**src/rtl/pipe_pkg.sv**
```systemverilog
// Shared types for the two-entry pipeline skid buffer.
package pipe_pkg;

    // Width of the occupancy count (0..2 entries)
    localparam int OCC_W = 2;

    // Buffer state; the encoding equals the number of held entries
    typedef enum logic [1:0] {
        SKID_EMPTY = 2'd0,
        SKID_BUSY  = 2'd1,
        SKID_FULL  = 2'd2
    } skid_state_t;

    // Number of entries held in a given state
    function automatic logic [OCC_W-1:0] occ_of(input skid_state_t s);
        case (s)
            SKID_EMPTY: occ_of = 2'd0;
            SKID_BUSY:  occ_of = 2'd1;
            SKID_FULL:  occ_of = 2'd2;
            default:    occ_of = 2'd0;
        endcase
    endfunction

endpackage

```
**src/rtl/pipe_skid_buffer_if.sv**
```systemverilog
// Upstream/downstream handshake bundle of the skid buffer.
interface pipe_skid_buffer_if #(
    parameter int WIDTH = 32
);
    import pipe_pkg::*;

    logic             in_valid;
    logic [WIDTH-1:0] in_data;
    logic             in_ready;
    logic             out_valid;
    logic [WIDTH-1:0] out_data;
    logic             out_ready;
    logic [OCC_W-1:0] occupancy;

    // Producer/consumer side that talks to the buffer
    modport master (
        output in_valid, in_data, out_ready,
        input  in_ready, out_valid, out_data, occupancy
    );

    // The buffer itself
    modport slave (
        input  in_valid, in_data, out_ready,
        output in_ready, out_valid, out_data, occupancy
    );
endinterface

```
**src/rtl/ff.sv**
```systemverilog
// Enabled register with synchronous active-high reset.
module ff #(
    parameter int               WIDTH       = 32,
    parameter logic [WIDTH-1:0] RESET_VALUE = '0
) (
    input  logic             clk,
    input  logic             reset,
    input  logic             en,
    input  logic [WIDTH-1:0] d,
    output logic [WIDTH-1:0] q
);

    // Load on enable, clear to the reset value when reset is sampled high
    always_ff @(posedge clk) begin
        if (reset) begin
            q <= RESET_VALUE;
        end else if (en) begin
            q <= d;
        end
    end

endmodule

```
**src/rtl/pipe_skid_buffer.sv**
```systemverilog
// Two-entry skid buffer: main feeds the output, skid catches the one
// extra word accepted while downstream stalls, so in_ready is a pure
// function of the registered state.
module pipe_skid_buffer
    import pipe_pkg::*;
#(
    parameter int WIDTH = 32
) (
    input logic                 clk,
    input logic                 reset,
    input logic                 flush,
    pipe_skid_buffer_if.slave   bus
);

    skid_state_t      state;
    skid_state_t      state_next;
    logic [1:0]       state_q;
    logic             state_en;
    logic [WIDTH-1:0] main_q;
    logic [WIDTH-1:0] main_d;
    logic             main_en;
    logic [WIDTH-1:0] skid_q;
    logic             skid_en;
    logic             in_fire;
    logic             out_fire;

    assign state = skid_state_t'(state_q);

    assign bus.in_ready  = (state != SKID_FULL);
    assign bus.out_valid = (state != SKID_EMPTY);
    assign bus.out_data  = main_q;
    assign bus.occupancy = occ_of(state);

    assign in_fire  = bus.in_valid  & bus.in_ready;
    assign out_fire = bus.out_valid & bus.out_ready;

    // Next state and register enables; flush overrides any handshake
    always_comb begin
        state_next = state;
        main_en    = 1'b0;
        skid_en    = 1'b0;
        main_d     = bus.in_data;
        if (flush) begin
            state_next = SKID_EMPTY;
        end else begin
            case (state)
                SKID_EMPTY: begin
                    if (in_fire) begin
                        main_en    = 1'b1;
                        state_next = SKID_BUSY;
                    end
                end
                SKID_BUSY: begin
                    if (in_fire && out_fire) begin
                        main_en = 1'b1;
                    end else if (in_fire) begin
                        skid_en    = 1'b1;
                        state_next = SKID_FULL;
                    end else if (out_fire) begin
                        state_next = SKID_EMPTY;
                    end
                end
                SKID_FULL: begin
                    if (out_fire) begin
                        main_d     = skid_q;
                        main_en    = 1'b1;
                        state_next = SKID_BUSY;
                    end
                end
                default: begin
                    state_next = SKID_EMPTY;
                end
            endcase
        end
        state_en = (state_next != state);
    end

    ff #(
        .WIDTH       (2),
        .RESET_VALUE (2'(SKID_EMPTY))
    ) u_state (
        .clk   (clk),
        .reset (reset),
        .en    (state_en),
        .d     (2'(state_next)),
        .q     (state_q)
    );

    ff #(
        .WIDTH       (WIDTH),
        .RESET_VALUE ('0)
    ) u_main (
        .clk   (clk),
        .reset (reset),
        .en    (main_en),
        .d     (main_d),
        .q     (main_q)
    );

    ff #(
        .WIDTH       (WIDTH),
        .RESET_VALUE ('0)
    ) u_skid (
        .clk   (clk),
        .reset (reset),
        .en    (skid_en),
        .d     (bus.in_data),
        .q     (skid_q)
    );

endmodule

```
**src/flat_wrapper.sv**
```systemverilog
// flat-port wrapper written by rule: the top's interface ports become plain ports
module pipe_skid_buffer_flat import pipe_pkg::*;
#(
    parameter int WIDTH = 32
)
  (clk, reset, flush, bus_in_valid, bus_in_data, bus_out_ready, bus_in_ready, bus_out_valid, bus_out_data, bus_occupancy);
  pipe_skid_buffer_if #(.WIDTH(WIDTH)) bus_i ();
  input logic clk;
  input logic reset;
  input logic flush;
  input wire logic [$bits(bus_i.in_valid)-1:0] bus_in_valid;
  input wire logic [$bits(bus_i.in_data)-1:0] bus_in_data;
  input wire logic [$bits(bus_i.out_ready)-1:0] bus_out_ready;
  output wire logic [$bits(bus_i.in_ready)-1:0] bus_in_ready;
  output wire logic [$bits(bus_i.out_valid)-1:0] bus_out_valid;
  output wire logic [$bits(bus_i.out_data)-1:0] bus_out_data;
  output wire logic [$bits(bus_i.occupancy)-1:0] bus_occupancy;
  assign bus_i.in_valid = bus_in_valid;
  assign bus_i.in_data = bus_in_data;
  assign bus_i.out_ready = bus_out_ready;
  assign bus_in_ready = bus_i.in_ready;
  assign bus_out_valid = bus_i.out_valid;
  assign bus_out_data = bus_i.out_data;
  assign bus_occupancy = bus_i.occupancy;
  pipe_skid_buffer #(.WIDTH(WIDTH)) u_core (.clk(clk), .reset(reset), .flush(flush), .bus(bus_i));
endmodule
```
**config.mk**
```make
export PLATFORM = sky130hd
export DESIGN_NAME = pipe_skid_buffer_flat
export DESIGN_NICKNAME = d
export VERILOG_FILES = /design/src/rtl/pipe_pkg.sv /design/src/rtl/pipe_skid_buffer_if.sv /design/src/rtl/ff.sv /design/src/rtl/pipe_skid_buffer.sv /design/src/flat_wrapper.sv
export SDC_FILE = /design/constraint.sdc
export NUM_CORES = 1
export LEC_CHECK = 0
export CAP_MARGIN = 5
export CELL_PAD_IN_SITES_DETAIL_PLACEMENT = 2
export CELL_PAD_IN_SITES_GLOBAL_PLACEMENT = 2
export CORE_ASPECT_RATIO = 0.5
export CORE_MARGIN = 3
export CORE_UTILIZATION = 27
export DETAILED_ROUTE_END_ITERATION = 10
export GPL_ROUTABILITY_DRIVEN = 0
export PLACE_DENSITY_LB_ADDON = 0.15
export SLEW_MARGIN = 10
export SYNTH_ARGS = -nofsm -noshare
export SYNTH_HDL_FRONTEND = slang
export SYNTH_SLANG_ARGS = --single-unit
```
**constraint.sdc**
```tcl
create_clock -name clk -period 1.24 [get_ports clk]
set_input_delay 0.248 -clock clk [delete_from_list [all_inputs] [get_ports clk]]
set_output_delay 0.248 -clock clk [all_outputs]
set_load 0.02 [all_outputs]
```
==> flow_summary.rst <==
.. list-table::
   :header-rows: 1

   * - Metric
     - Value
   * - Number of placed I/O pins
     - between 70 and 80
   * - Average size of a mapped cell
     - ~9.4 um2
   * - DP Cell Count
     - 525
   * - Initial DRT Pass Iterations
     - 5
   * - Vertical extent of the die
     - 81.0 um
   * - Hold Crit Class
     - in -> reg
   * - Number of nets with antenna violations after routing
     - 0
   * - Die width
     - 156 um
   * - Number of levels in the clock H-tree
     - 3
   * - Met3 demand-to-capacity share in global routing
     - 0.0511
   * - Max-slew violations
     - 0
   * - Launching point of the worst reg2reg path
     - u_core.u_state.q[0]
   * - Share of Yosys cell area claimed by the top area cell type
     - 0.435
   * - Clock net sink count
     - between 60 and 70
   * - Wire length of the first global-routing pass
     - around 20 mm
   * - Most heavily used metal layer in global routing
     - met2
   * - Number of core rows
     - 26
   * - IR drop worst, VDD
     - between 0.6 and 0.7 mV
   * - Launching element type of the critical path
     - register
   * - Areal power density over the cells
     - approximately 1100 nW/um2
   * - EDFF count, synth
     - 0
   * - Via count of the first global-routing pass
     - between 3000 and 4000
   * - Crit share post-route
     - 1.30
   * - Most instantiated flip-flop cell in the synthesis netlist
     - sky130_fd_sc_hd__dfxtp_1
   * - Routed length per instance
     - approximately 28 um
   * - Peak clock frequency supported by timing
     - between 600 and 700 MHz
   * - Rel. slew slack
     - 0.745
   * - Setup repair after global routing missed its margin
     - yes
   * - Maxcap violations
     - 0
   * - Source of the worst hold timing path
     - reset
   * - Proportion of synthesized chip area in sequential cells
     - 0.435
   * - Distinct cells, synth
     - 27
   * - DRC violation count after routing
     - 0
   * - Violated checks
     - negative setup slack
   * - Total number of vias
     - 3370
   * - Ys Warns
     - 0
   * - Final worst setup slack
     - -0.373 ns
   * - Setup violation total in the final timing report
     - just over 70
   * - Post-synthesis cell count
     - 323
   * - Total gr overflow
     - 0
   * - Data arrival time of the worst path
     - about 1.8 ns
   * - Most used standard cells in the synthesized netlist
     - sky130_fd_sc_hd__dfxtp_1 (66), sky130_fd_sc_hd__a311oi_1 (64)
   * - Total half-perimeter wirelength after legalization and detailed placement
     - 7.69 mm
   * - Met2 capacity usage during global routing
     - 0.375
   * - Root Buffer Master
     - sky130_fd_sc_hd__clkbuf_16
   * - Clock slew seen by the registers of the worst setup and hold paths
     - ~0.060 ns
   * - Top area cells in the synthesized netlist
     - sky130_fd_sc_hd__dfxtp_1 (43%), sky130_fd_sc_hd__a311oi_1 (18%), sky130_fd_sc_hd__mux2i_1 (11%)
   * - Depth of the worst register-to-register path
     - 5
   * - Most numerous cell in the Yosys netlist
     - sky130_fd_sc_hd__dfxtp_1
   * - Maximum number of pins on one net before global-route repair
     - 33
   * - Worst skew pair latency
     - about 0.35 ns
   * - Worst-path fanout max
     - 6
   * - Number of nets in the finished design
     - between 400 and 500
   * - CTS tree
     - built
   * - Number of vias per cell
     - between 5 and 6
   * - Antenna violations before repair
     - 0
   * - Post-synthesis instance area
     - roughly 3000 um2
   * - Total global routing track utilization
     - 0.210
   * - Worst setup path start
     - u_core.u_state.q[0]
   * - Leakage component of the power
     - 1.71 nW
   * - Reg-to-reg critical path endpoint
     - u_core.u_main.q[0]
   * - Routed Wire Length
     - 15.9 mm
   * - PortBufs
     - 72
   * - Full die area
     - between 10000 and 15000 um2
   * - Final core utilization
     - 0.509
   * - Max Buffers Root-to-Sink
     - 2
   * - Actual slew at the worst max-slew pin
     - 0.380 ns
   * - Number of nets produced by synthesis
     - between 300 and 400
   * - Final instance count without filler cells
     - ~570
   * - Type of element capturing the critical path
     - register
   * - Final Critical Period
     - 1.61 ns
   * - Area growth syn-to-layout
     - 77.0%
   * - Worst clock skew
     - roughly 0.013 ns
   * - First-iteration detailed-routing DRC count
     - between 150 and 200
   * - Termination of the worst setup path
     - u_core.u_main.q[0]
   * - Number of buffers added by the clock tree synthesis step
     - 9
   * - Initial Util
     - 0.287
   * - Setup CP Type
     - reg -> reg
   * - Library cell occupying the most area in the post-synthesis netlist
     - sky130_fd_sc_hd__dfxtp_1
   * - Antenna diode instance count
     - 0
   * - Status
     - finished with violations
   * - M1 GR Usage
     - 0.261
   * - Final TNS setup
     - -15.32 ns
   * - Number of storage elements in the synthesis netlist
     - between 60 and 70
   * - # hold bufs at CTS
     - 0
   * - Register-to-register setup slack
     - -0.37 ns
   * - Share of synthesized registers carrying an async set or reset
     - 0
   * - Final hold vios
     - 0
   * - Floorplan core area
     - 10600 um2
   * - Layout cell share with drive strength beyond 1
     - 0.492
   * - Required time of the worst setup path
     - 1.45 ns
[flip-flops by register name, summed over array words and instances, names as in the netlist]
| signal | flops |
|---|---|
| u_core.u_state.q | 2 |
| u_core.u_main.q | 32 |
| u_core.u_skid.q | 32 |
[worst min path at each step]
stage	slack (ns)	cells after the start	to
final	0.25	2	u_core.u_state.q[1]
after global routing	0.25	2	u_core.u_state.q[1]
after CTS	0.26	2	u_core.u_state.q[1]
after detailed placement	0.47	2	u_core.u_skid.q[7]
after global placement	0.46	2	u_core.u_skid.q[23]
after floorplan	0.32	1	u_core.u_state.q[0]
[cells by family after synthesis]
group                  after synthesis  synth area share
multiplexers                        32             0.105
AO/OA/AOI/OAI                      133             0.303
AND/OR/NAND/NOR                     46            0.0840
buffers and inverters               46            0.0729
flip-flops                          66             0.435
[layer usage]
layer	vias to the layer above	wire length, um
met3	23	631
met4	0	259
li1	1483	-
met1	1764	7070
met2	100	7930
met5	-	0
[cells in the final DEF (no fill, tap or decap), drive strengths merged, types with 2 or more instances in the layout]
cell,n
clkdlybuf4s15,15
or2,2
clkdlybuf4s50,32
nand3,32
buf,70
inv,2
nor2b,4
a21oi,32
a311oi,64
dlygate4sd2,3
o21ai,32
dfxtp,66
clkbuf,24
mux2i,32
[stage by stage]
| step | cell area, um2 | worst slack, ns | hold slack [ns] | power [mW] |
|---|---|---|---|---|
| after floorplan | 3060 | -0.0608 | 0.319 | 2.70 |
| after global placement | 4110 | -0.536 | 0.462 | 3.18 |
| after detailed placement | 4110 | -0.667 | 0.473 | 3.21 |
| after CTS | 4920 | -0.252 | 0.264 | 5.95 |
| after global routing | 5380 | -0.422 | 0.251 | 6.30 |
| final | 5380 | -0.373 | 0.247 | 6.11 |
[worst max-delay path: stages, from the launching register on]
cell and delay (ns):
sky130_fd_sc_hd__dfxtp_4 0.36, sky130_fd_sc_hd__and4bb_4 0.39, sky130_fd_sc_hd__buf_12 0.14, sky130_fd_sc_hd__clkbuf_16 0.16, sky130_fd_sc_hd__mux2i_1 0.28, sky130_fd_sc_hd__a311oi_1 0.15
[layout make-up]
cell class	count	area, um2
clock buffers	13	270
clock inverters	2	35.0
fillers	1011	5190
inverters	2	7.51
multi-input cells	211	2110
flip-flops and latches	66	1330
well taps	140	175
repair buffers	131	1450
[power breakdown]
part           internal [mW]  total (mW)  leakage (nW)  switching, mW
clock                   1.71        2.72         0.152           1.01
sequential              2.21        2.27         0.540         0.0691
combinational          0.476        1.12          1.02          0.641
[what timing repair did]
item | 4_1_cts | 5_1_grt
cloned | 4 | 5
gates resized for setup | 196 | 123
setup endpoints to repair | 102 | 84
pin swaps | 26 | 52
setup buffers | 9 | 13
Power figures use the tool's default switching activity.
